`src/rtl/ex_stage.sv`:
```
// EX stage: forwarding muxes, ALU, load-use stall FSM
// and the EX/MEM pipeline register feeding MEM.
module ex_stage #(
  parameter int DW = 32,
  parameter int RW = 5
) (
  input  logic          clk,
  input  logic          rst_n,
  input  logic          flush,
  input  logic [2:0]    alu_sig_in,
  input  logic          wb_in,
  input  logic          extend_for_mem_in,
  input  logic          wmem_in,
  input  logic          load_in,
  input  logic          b_is_reg_in,
  input  logic [DW-1:0] r1_in,
  input  logic [DW-1:0] r2_in,
  input  logic [DW-1:0] wd_mem_in,
  input  logic [RW-1:0] rd_in,
  input  logic [RW-1:0] rs_in,
  input  logic [RW-1:0] rt_in,
  input  logic          wb_wb_in,
  input  logic [RW-1:0] wb_rd_in,
  input  logic [DW-1:0] wb_data_in,
  output logic          stall_out,
  output logic [DW-1:0] alu_result_out,
  output logic [DW-1:0] wd_mem_out,
  output logic [RW-1:0] rd_out,
  output logic          wb_out,
  output logic          extend_for_mem_out,
  output logic          wmem_out,
  output logic          load_out
);

  localparam logic [0:0] S_RUN   = 1'b0;
  localparam logic [0:0] S_STALL = 1'b1;

  logic [0:0]    r_state;
  logic [DW-1:0] r_alu;
  logic [DW-1:0] r_wd;
  logic [RW-1:0] r_rd;
  logic          r_wb;
  logic          r_ext;
  logic          r_wmem;
  logic          r_load;

  logic          w_mem_ok;
  logic          w_wb_ok;
  logic          w_mem_a;
  logic          w_mem_b;
  logic          w_wb_a;
  logic          w_wb_b;
  logic [DW-1:0] w_a;
  logic [DW-1:0] w_b_reg;
  logic [DW-1:0] w_b;
  logic [DW-1:0] w_st;
  logic [DW-1:0] w_res;
  logic          w_hit_rs;
  logic          w_hit_rt;
  logic          w_hazard;
  logic          w_stall;
  logic          w_bubble;

  // Loads in EX/MEM have no data yet, so they never feed the MEM path.
  assign w_mem_ok = r_wb & ~r_load & (r_rd != '0);
  assign w_wb_ok  = wb_wb_in & (wb_rd_in != '0);

  assign w_mem_a = w_mem_ok & (r_rd == rs_in);
  assign w_mem_b = w_mem_ok & (r_rd == rt_in);
  assign w_wb_a  = w_wb_ok & (wb_rd_in == rs_in);
  assign w_wb_b  = w_wb_ok & (wb_rd_in == rt_in);

  always_comb begin
    w_a = r1_in;
    if (w_mem_a)
      w_a = r_alu;
    else if (w_wb_a)
      w_a = wb_data_in;
  end

  always_comb begin
    w_b_reg = r2_in;
    if (w_mem_b)
      w_b_reg = r_alu;
    else if (w_wb_b)
      w_b_reg = wb_data_in;
  end

  always_comb begin
    w_st = wd_mem_in;
    if (w_mem_b)
      w_st = r_alu;
    else if (w_wb_b)
      w_st = wb_data_in;
  end

  assign w_b = b_is_reg_in ? w_b_reg : r2_in;

  always_comb begin
    w_res = '0;
    unique case (alu_sig_in)
      3'b000: w_res = w_a + w_b;
      3'b001: w_res = w_a - w_b;
      3'b010: w_res = w_a & w_b;
      3'b011: w_res = w_a | w_b;
      3'b100: w_res = w_a ^ w_b;
      3'b101: w_res = {{(DW-1){1'b0}},
                       $signed(w_a) < $signed(w_b)};
      3'b110: w_res = w_a << w_b[4:0];
      3'b111: w_res = w_a >> w_b[4:0];
      default: w_res = '0;
    endcase
  end

  assign w_hit_rs = (r_rd == rs_in);
  assign w_hit_rt = (r_rd == rt_in) & (b_is_reg_in | wmem_in);
  assign w_hazard = r_load & r_wb & (r_rd != '0)
                  & (w_hit_rs | w_hit_rt);

  // One stall suffices: next cycle the load sits in WB.
  assign w_stall  = rst_n & ~flush & (r_state == S_RUN) & w_hazard;
  assign w_bubble = flush | w_stall;
  assign stall_out = w_stall;

  always_ff @(posedge clk) begin
    if (!rst_n) begin
      r_state <= S_RUN;
      r_alu   <= '0;
      r_wd    <= '0;
      r_rd    <= '0;
      r_wb    <= 1'b0;
      r_ext   <= 1'b0;
      r_wmem  <= 1'b0;
      r_load  <= 1'b0;
    end else if (w_bubble) begin
      r_state <= w_stall ? S_STALL : S_RUN;
      r_alu   <= '0;
      r_wd    <= '0;
      r_rd    <= '0;
      r_wb    <= 1'b0;
      r_ext   <= 1'b0;
      r_wmem  <= 1'b0;
      r_load  <= 1'b0;
    end else begin
      r_state <= S_RUN;
      r_alu   <= w_res;
      r_wd    <= w_st;
      r_rd    <= rd_in;
      r_wb    <= wb_in;
      r_ext   <= extend_for_mem_in;
      r_wmem  <= wmem_in;
      r_load  <= load_in;
    end
  end

  assign alu_result_out     = r_alu;
  assign wd_mem_out         = r_wd;
  assign rd_out             = r_rd;
  assign wb_out             = r_wb;
  assign extend_for_mem_out = r_ext;
  assign wmem_out           = r_wmem;
  assign load_out           = r_load;

endmodule
```
`config.mk`:
```
export PLATFORM = sky130hd
export DESIGN_NAME = ex_stage
export DESIGN_NICKNAME = d
export VERILOG_FILES = /design/src/rtl/ex_stage.sv
export SDC_FILE = /design/constraint.sdc
export NUM_CORES = 1
export LEC_CHECK = 0
export ABC_AREA = 0
export CELL_PAD_IN_SITES_DETAIL_PLACEMENT = 1
export CELL_PAD_IN_SITES_GLOBAL_PLACEMENT = 1
export CORE_MARGIN = 4
export CORE_UTILIZATION = 42
export DETAILED_ROUTE_END_ITERATION = 12
export GPL_ROUTABILITY_DRIVEN = 1
export GPL_TIMING_DRIVEN = 1
export PLACE_DENSITY = 0.95
export SLEW_MARGIN = 10
export SYNTH_ARGS = -nofsm -noshare
export SYNTH_HDL_FRONTEND = slang
export SYNTH_SLANG_ARGS = --single-unit
```
`constraint.sdc`:
```
create_clock -name clk -period 12.6 [get_ports clk]
set_input_delay 2.52 -clock clk [delete_from_list [all_inputs] [get_ports clk]]
set_output_delay 2.52 -clock clk [all_outputs]
set_load 0.01 [all_outputs]
```
==> run_results.csv, run 1 <==
group,metric,value,unit
status,run_status,"finished with violations",
status,violations,"max-capacitance violations",
sta,fin_ws,3080,ps
power_and_ir_drop,vdd_drop_max,0.0665,mV
sta,maxSlewViolCount,0,
synth,syn_inst,1733,
critical_path,cp_max_fo,68,
sta,fin_skew,12.8,ps
synth,synth_edf_count,0,
synth,synth_top_area_share,12.1,%
placement,place_ws,3100,ps
drt,viasPerCell,6.98,
sta,rsz0062_at_grt,"no",
power_and_ir_drop,p_seq_share,21.9,%
cts,clk_latency,360,ps
placement,gp_congestion,1.06,
global_routing,grt_max_degree,69,
synth,synth_commonest_cells,"nor2_1 (212), nand2_1 (196), a21oi_1 (139)",
cts,numCtsBuffers,9,
synth,synth_area_leaders,"dfxtp_1 (12%), ha_1 (9.9%), mux2i_1 (7.9%), nor2_1 (6.5%), nand2_1 (6.0%)",
floorplanning,die-height,179,µm
cts,htreeDepth,3,
critical_path,r2r_slack,5180,ps
finish,nets,2141,
floorplanning,die_x,179,µm
finish,syn_to_final_growth,22.3,%
drt,vias,15900,
global_routing,grt_use_total,43.5,%
sta,fin_crit,9520,ps
critical_path,worst_path_max_delay_cell,"a21boi_4",
drt,wire_per_inst,32.0,µm
synth,synth_cell_types,99,
global_routing,grt_pass1_wl,104000,µm
drt,drt_iter0_drc,2214,
global_routing,antenna_found_initial,3,
floorplanning,core,28800,µm²
cts,cts_root_buf,"clkbuf_16",
synth,postSynthAreaPerCell,7.07,µm²
sta,setup-violations-final,0,
worst_hold_path,hp-class,"reg -> reg",
cts,post_cts_buffers,0,
job,maxCapViolCount,1,
cts,cts_sinks,74,
critical_path,crit_path_start_kind,"primary input",
synth,yosysTopAreaCell,"dfxtp_1",
synth,synth_area,12300,µm²
critical_path,critPathMaxStageDelay,990,ps
cts,clk_pin_slew_worst_paths,80,ps
sta,tightest_slew,1450,ps
power_and_ir_drop,p_int,0.000657,W
critical_path,crit_start,"rt_in[3]",
power_and_ir_drop,sw_frac_of_total,45.2,%
sta,min_period_over_period,75.6,%
floorplanning,start_util,42.6,%
synth,ys.flop_type,"dfxtp_1",
cts,cts_tree,"built",
drt,ant_nets,0,
critical_path,worstRegToRegCells,18,
sta,fmax,105,MHz
critical_path,path_cells,"clkdlybuf4s50_1 -> xnor2_1 -> nand3_1 -> or3_2 -> buf_4 -> a21boi_4 -> o221a_2 -> ha_1 -> o21a_1 -> o31a_1 -> o311ai_0 -> a21o_1 -> a2bb2oi_1 -> a211oi_1 -> or4_1 -> mux2i_1 -> nor2_1 -> a2111oi_0 -> a211oi_1",
synth,yosysSeqAreaShare,12.1,%
drt,drcViolationCount,0,
power_and_ir_drop,switchingPower,0.000543,W
floorplanning,die_area,32000,µm²
power_and_ir_drop,pwr-share-clk,25.1,%
placement,place_hpwl,56100,µm
critical_path,arrival,9730,ps
floorplanning,ios,234,
synth,synth_most_common_cell,"nor2_1",
cts,clockBufferDepth,2,
power_and_ir_drop,pwr-share-comb,53.0,%
critical_path,crit_path_frequent_cell,"a211oi_1",
drt,wirelength,72800,µm
placement,portBuffers,233,
critical_path,crit_end,"alu_result_out[30]",
floorplanning,rows,62,
critical_path,cp-end-kind,"register",
sta,hold_viol,0,
power_and_ir_drop,power_density,80.1,nW/µm²
synth,ys_async_sr_fraction,0,%
cts,postCtsHoldBufs,0,
critical_path,rr_endpoint,"alu_result_out[30]",
critical_path,r2r-start,"rd_out[4]",
critical_path,crit_type,"in -> reg",
sta,slew-limit-headroom,0.946,%
drt,firstDrtPassIters,6,
global_routing,grt_pass1_vias,15600,
critical_path,cp_data_required_time,12810,ps
finish,drive_above_1_share,7.15,%
synth,ys_seq_elements,74,
power_and_ir_drop,p_leak,6.25,nW
synth,yosys_warnings,0,
cts,cts_resized,0,
sta,fin_tns_setup,0,ps
finish,fill_cells,3621,
synth,synth_nets,1992,
global_routing,overflow,0,
## worst min path at each step
| stage | startpoint | endpoint | cells past startpoint |
|---|---|---|---|
| floorplan | r_state | r_state | 2 |
| global placement | r_state | r_state | 2 |
| detailed placement | wb_out | r_state | 1 |
| CTS | wb_out | r_state | 1 |
| global route | wb_out | r_state | 1 |
| finish | wb_out | r_state | 1 |
## power groups by stage
stage / Clock (W) / Sequential (W) / Combinational [W]
after floorplan: 0 / 0.000265 / 0.000355
after global placement: 0 / 0.000266 / 0.000594
after detailed placement: 0 / 0.000267 / 0.000604
after CTS: 0.000298 / 0.000261 / 0.000610
after global routing: 0.000307 / 0.000263 / 0.000663
final: 0.000301 / 0.000263 / 0.000636
## routing by layer
layer,global-route usage (%),part of all wire [%]
met1,57.2,40
met2,64.2,41
met3,11.3,12
met5,0,0.023
met4,25.1,6.9
## sequential cells by signal, summed over array words and instances, names as in the netlist
register	count
wmem_out	1
extend_for_mem_out	1
alu_result_out	32
r_state	1
load_out	1
rd_out	5
wd_mem_out	32
wb_out	1
## final cells by class
type                       count  area [µm²]  share of cell area, %
antenna                        3        7.51                 0.0501
clock buffer                  10         229                   1.53
clock inverter                 6        87.6                  0.584
inverter                     112         428                   2.85
multi-input combinational   1420        9710                   64.8
sequential                    74        1480                   9.88
tap                          384         480                   3.21
timing repair buffer         265        2570                   17.1
## worst max-delay path, delay by kind of cell
family	cells	cell delay [ps]
xor+xnor	1	170
compound gates	10	4440
simple gates	4	1010
mux	1	190
fa+ha+maj	1	440
buf+inv	2	890
## logic make-up (layout without fill, tap and decap cells)
family	count (synthesis)	count (layout)	share of synthesized area (%)
AND/OR/NAND/NOR	550	550	19.7
XOR/XNOR	49	49	3.50
flip-flops	74	74	12.1
multiplexers	125	125	10.8
other	0	3	0
buffers and inverters	239	393	8.92
adder cells (fa/ha/maj)	99	99	10.2
AO/OA/AOI/OAI	597	597	34.7
## cells in the final DEF, fill, tap and decap left out, types with 9 or more instances in the layout
master	count
a211oi_1	17
a21o_1	10
a21oi_1	139
a21oi_2	9
a221oi_1	29
a22o_1	13
a22oi_1	25
a311oi_1	33
a31oi_1	21
and2_1	11
buf_4	32
clkbuf_16	9
clkdlybuf4s50_1	232
dfxtp_1	74
ha_1	97
inv_1	105
mux2_2	20
mux2i_1	97
nand2_1	196
nand2b_1	13
nand3_1	27
nor2_1	211
nor3_1	21
nor4_1	9
o211ai_1	24
o21a_1	31
o21ai_0	84
o21bai_1	14
o221ai_1	11
o22ai_1	31
o31ai_1	11
or3_1	9
xnor2_1	41
## metrics by stage
stage / hold slack, ps / std cells / util (%) / total power (W) / cell area (µm²)
floorplan: 506 / 1733 / - / 0.000620 / 12300
global placement: 515 / 2255 / 50.9 / 0.000860 / 14700
detailed placement: 547 / 2255 / 50.9 / 0.000871 / 14700
CTS: 557 / 2271 / 52.0 / 0.00117 / 15000
global route: 574 / 2272 / 52.1 / 0.00123 / 15000
finish: 567 / 2274 / 52.1 / 0.00120 / 15000
No activity file was read; power rests on OpenSTA's default activity.
==> run 2: changes to the inputs <==
Settings changed: CORE_UTILIZATION 42 to 35, PLACE_DENSITY 0.95 to 0.85.
Clock period 12.6 ns to 7.7 ns, I/O delays scaled along.
==> run_results.csv, run 2 (synthesized netlist as in run 1, its figures left out) <==
group,metric,value,unit
sta,maxSlewViolCount,0,
critical_path,crit_path_start_kind,"primary input",
drt,firstDrtPassIters,6,
placement,place_ws,70.0,ps
finish,nets,2174,
drt,vias,15300,
sta,rsz0062_at_grt,"no",
sta,fin_crit,7480,ps
sta,fin_tns_setup,0,ps
drt,wire_per_inst,29.3,µm
drt,ant_nets,0,
power_and_ir_drop,pwr-share-clk,23.2,%
global_routing,antenna_found_initial,1,
global_routing,overflow,0,
placement,place_hpwl,55300,µm
power_and_ir_drop,vdd_drop_max,0.113,mV
worst_hold_path,hp-class,"reg -> reg",
global_routing,grt_max_degree,65,
cts,postCtsHoldBufs,0,
finish,finish.utilization,44.3,%
drt,wirelength,69700,µm
floorplanning,core,34500,µm²
power_and_ir_drop,pwr-share-comb,54.7,%
floorplanning,die_x,195,µm
sta,tightest_slew,1090,ps
cts,htreeDepth,3,
cts,cts_root_buf,"clkbuf_16",
sta,setup-violations-final,0,
global_routing,grt_pass1_vias,14900,
worst_hold_path,whs_path_depth,2,
cts,numCtsBuffers,9,
finish,syn_to_final_growth,24.7,%
floorplanning,rows,68,
power_and_ir_drop,sw_frac_of_total,45.4,%
cts,clockBufferDepth,2,
finish,final_common_cell,"clkdlybuf4s50_1",
job,maxCapViolCount,0,
global_routing,grt_pass1_wl,101000,µm
placement,portBuffers,233,
drt,drcViolationCount,0,
cts,cts_resized,0,
cts,cts_tree,"built",
finish,most-common-layout-cells,"clkdlybuf4s50_1 (232), nor2_1 (211), nand2_1 (196)",
drt,viasPerCell,6.44,
critical_path,arrival,7710,ps
sta,slew-limit-headroom,27.0,%
cts,clk_latency,370,ps
sta,hold_viol,0,
cts,clk_pin_slew_worst_paths,80,ps
critical_path,cp_data_required_time,7930,ps
cts,cts_sinks,74,
finish,diodes,0,
power_and_ir_drop,p_seq_share,22.1,%
critical_path,worstRegToRegCells,18,
floorplanning,ios,234,
drt,drt_iter0_drc,1644,
sta,hold_slack,535,ps
power_and_ir_drop,p_leak,6.39,nW
sta,fin_ws,223,ps
floorplanning,die-height,195,µm
sta,min_period_over_period,97.1,%
sta,fin_skew,16.2,ps
finish,drive_above_1_share,8.70,%
floorplanning,die_area,38100,µm²
global_routing,grt_use_total,34.6,%
cts,post_cts_buffers,0,
critical_path,crit_type,"in -> reg",
placement,gp_congestion,1.02,
power_and_ir_drop,power_density,126,nW/µm²
floorplanning,start_util,35.5,%
critical_path,cp-end-kind,"register",
sta,fmax,134,MHz
power_and_ir_drop,p_int,0.00105,W
status,run_status,"finished clean",
power_and_ir_drop,switchingPower,0.000876,W
critical_path,cp_max_fo,12,
finish,fill_cells,4322,
-- run 2: cell types whose count changed in the layout (fill, tap and decap cells not counted), sizes merged --
cell / delta
buf: +33
bufinv: -2
clkbuf: +3
clkinv: -1
clkinvlp: +1
diode: -3
inv: -1
-- run 2: metrics by stage --
| stage | power (W) | instances | area [µm²] |
|---|---|---|---|
| after floorplan | 0.00101 | 1733 | 12300 |
| after global placement | 0.00144 | 2359 | 15000 |
| after detailed placement | 0.00145 | 2359 | 15000 |
| after CTS | 0.00189 | 2375 | 15300 |
| after global routing | 0.00200 | 2375 | 15300 |
| final | 0.00193 | 2375 | 15300 |
-- run 2: final cells by class --
class / instances / area (µm²) / share of cell area (%)
Multi-Input combinational cell: 1420 / 9700 / 63.5
Timing Repair Buffer: 298 / 2820 / 18.4
Sequential cell: 74 / 1480 / 9.69
Tap cell: 455 / 569 / 3.72
Inverter: 112 / 428 / 2.80
Clock buffer: 13 / 270 / 1.77
Clock inverter: 3 / 21.3 / 0.139
-- run 2: critical path, stage by stage --
cell	delay, ps
clkdlybuf4s50_1	480
or4_4	580
o211a_4	260
nand2_4	160
buf_4	270
mux2i_1	120
a21oi_1	830
ha_1	490
nand3_1	220
a2111oi_0	390
o21ai_0	240
a21oi_1	240
o21ai_0	200
o21bai_1	280
a21oi_1	130
xnor2_1	320
o22ai_1	130
a2111oi_2	650
a21oi_1	160
-- run 2: worst paths after layout --
check	from	end	slack (ps)
hold / removal	r_state	r_state	530
setup / recovery	wb_rd_in[1]	alu_result_out[22]	220
setup reg to reg	rd_out[1]	alu_result_out[22]	1270
hold reg to reg	r_state	r_state	530
-- run 2: power by group through the flow --
stage,combinational [W],clock (W),sequential [W]
after floorplan,0.000581,0,0.000433
after global placement,0.00101,0,0.000434
after detailed placement,0.00101,0,0.000434
after CTS,0.00102,0.000448,0.000426
after global routing,0.00111,0.000461,0.000428
final,0.00105,0.000447,0.000427
-- run 2: layer usage --
metal | vias to the layer above | part of all wire (%) | track usage [%]
li1 | 6713 | - | -
met1 | 7497 | 43 | 48.9
met2 | 973 | 42 | 51.7
met3 | 120 | 12 | 9.61
met4 | 2 | 2.9 | 9.85
met5 | - | 0.017 | 0
==> run 3: changes to the inputs <==
Settings changed: ABC_AREA 0 to 1, CORE_MARGIN 4 to unset, CORE_UTILIZATION 35 to 33, SLEW_MARGIN 10 to 25.
==> run_results.csv, run 3 <==
group,metric,value,unit
status,run_status,"finished clean",
global_routing,antenna_found_initial,4,
critical_path,worstRegToRegCells,25,
synth,synth_cell_types,56,
sta,tightest_slew,1020,ps
finish,final_common_cell,"nand2_1",
critical_path,critPathMaxStageDelay,670,ps
finish,fin_cells,3183,
drt,vias,18900,
cts,cts_sinks,74,
placement,place_inst,3165,
synth,ys_async_sr_fraction,0,%
floorplanning,core,39900,µm²
sta,fmax,146,MHz
sta,fin_skew,24.2,ps
critical_path,cp_data_required_time,7940,ps
critical_path,r2r_slack,2090,ps
sta,maxSlewViolCount,0,
finish,nets,2910,
cts,cts_root_buf,"clkbuf_16",
synth,postSynthAreaPerCell,5.35,µm²
global_routing,grt_pass1_vias,18900,
floorplanning,die-height,203,µm
floorplanning,die_area,41400,µm²
drt,ant_nets,0,
drt,wire_per_inst,26.8,µm
cts,post_cts_buffers,0,
cts,clk_pin_slew_worst_paths,70,ps
sta,setup-violations-final,0,
critical_path,path_buf_inv,6,
synth,synth_most_common_cell,"nand2_1",
synth,yosysSeqAreaShare,11.1,%
finish,multiInputGateArea,10100,µm²
placement,gp_congestion,1.02,
power_and_ir_drop,vdd_drop_max,0.0796,mV
synth,synth_commonest_cells,"nand2_1 (701), nand3_1 (460), inv_1 (318)",
floorplanning,start_util,33.6,%
sta,fin_crit,6860,ps
critical_path,crit_type,"in -> reg",
critical_path,cp_top_family,"simple AND/OR/NAND/NOR gates",
global_routing,grt_pass1_wl,124000,µm
floorplanning,die_x,203,µm
synth,ys.flop_type,"dfxtp_1",
drt,firstDrtPassIters,6,
critical_path,worst_path_max_delay_cell,"a22oi_1",
placement,place_ws,727,ps
finish,syn_to_final_growth,22.7,%
cts,cts_resized,0,
critical_path,crit_end,"alu_result_out[21]",
critical_path,crit_start,"wb_rd_in[4]",
finish,fill_cells,5534,
synth,synth_area_leaders,"nand2_1 (20%), nand3_1 (17%), dfxtp_1 (11%), ha_1 (9.1%), inv_1 (8.9%)",
sta,hold_viol,0,
synth,ys_seq_elements,74,
synth,synth_area,13400,µm²
finish,most-common-layout-cells,"nand2_1 (701), nand3_1 (460), inv_1 (317)",
synth,yosys_warnings,0,
global_routing,grt_use_total,40.6,%
sta,rsz0062_at_grt,"no",
finish,ff_latch_area,1480,µm²
drt,viasPerCell,5.95,
critical_path,r2r-start,"rd_out[3]",
finish,drive_above_1_share,4.67,%
sta,fin_ws,836,ps
critical_path,crit_path_start_kind,"primary input",
drt,wirelength,85300,µm
synth,synth_edf_count,0,
cts,cts_tree,"built",
cts,numCtsBuffers,9,
cts,postCtsHoldBufs,0,
critical_path,rr_endpoint,"alu_result_out[21]",
sta,slew-limit-headroom,31.7,%
global_routing,grt_max_degree,69,
cts,htreeDepth,3,
critical_path,crit_path_frequent_cell,"nor2_1",
sta,min_period_over_period,89.1,%
cts,clk_latency,400,ps
drt,drcViolationCount,0,
placement,portBuffers,233,
synth,syn_inst,2503,
job,maxCapViolCount,0,
floorplanning,ios,234,
synth,synth_top_area_share,19.6,%
placement,place_hpwl,69300,µm
power_and_ir_drop,p_leak,8.28,nW
power_and_ir_drop,power_density,134,nW/µm²
critical_path,cp-end-kind,"register",
cts,clockBufferDepth,2,
worst_hold_path,hp-class,"reg -> reg",
critical_path,crit_cells,27,
drt,drt_iter0_drc,2174,
synth,synth_nets,2762,
critical_path,arrival,7100,ps
global_routing,overflow,0,
synth,yosysTopAreaCell,"nand2_1",
critical_path,cp_max_fo,57,
sta,fin_tns_setup,0,ps
floorplanning,rows,73,
## run 3: changes by cell type in the layout (fill, tap and decap cells not counted), sizes merged, moves of 27 or more
cell,before,now
inv,111,323
nand3,27,462
o21ai,92,134
nand2,199,712
nor2,217,181
o21a,31,4
xnor2,41,11
a311oi,33,0
mux2i,100,0
## run 3: worst min-delay path by stage
stage / cells past startpoint / start / to
after floorplan: 1 / r_state / r_state
after global placement: 1 / r_state / r_state
after detailed placement: 1 / r_state / r_state
after CTS: 1 / r_state / r_state
after global routing: 1 / r_state / r_state
final: 1 / r_state / r_state
## run 3: per-layer routing
layer  vias to the layer above  GRT usage (%)  share of wire, %
li1                       8491              -                 -
met1                      9204           53.8                42
met2                      1047           64.0                44
met3                       198           6.84               9.1
met4                         2           18.6               4.7
met5                         -              0             0.014
## run 3: power breakdown
part / internal (W) / total (W) / switching (W)
logic: 0.000401 / 0.00127 / 0.000868
registers: 0.000403 / 0.000428 / 0.0000256
clock network: 0.000285 / 0.000503 / 0.000218
total: 0.00109 / 0.00220 / 0.00111
## run 3: area by class of cell
type                       instances  area share (%)
multi-input combinational       1964            61.4
timing repair buffer             278            16.2
sequential                        74            9.02
inverter                         324            7.40
tap                              525            4.00
clock buffer                      10            1.39
clock inverter                     6           0.556
antenna                            2          0.0305
## run 3: kinds of logic after synthesis
group	after synthesis	synth area share [%]
AO/OA/AOI/OAI	397	17.2
adder cells (fa/ha/maj)	99	9.36
flip-flops	74	11.1
buffers and inverters	465	14.0
multiplexers	1	0.0841
XOR/XNOR	23	1.50
AND/OR/NAND/NOR	1444	46.8
## run 3: through the flow
| step | area [µm²] | total power, W | hold slack, ps | util [%] |
|---|---|---|---|---|
| floorplan | 13400 | 0.00114 | 402 | - |
| global placement | 16100 | 0.00164 | 410 | 40.3 |
| detailed placement | 16100 | 0.00166 | 422 | 40.3 |
| CTS | 16400 | 0.00216 | 438 | 41.2 |
| global route | 16400 | 0.00230 | 445 | 41.2 |
| finish | 16400 | 0.00220 | 433 | 41.2 |
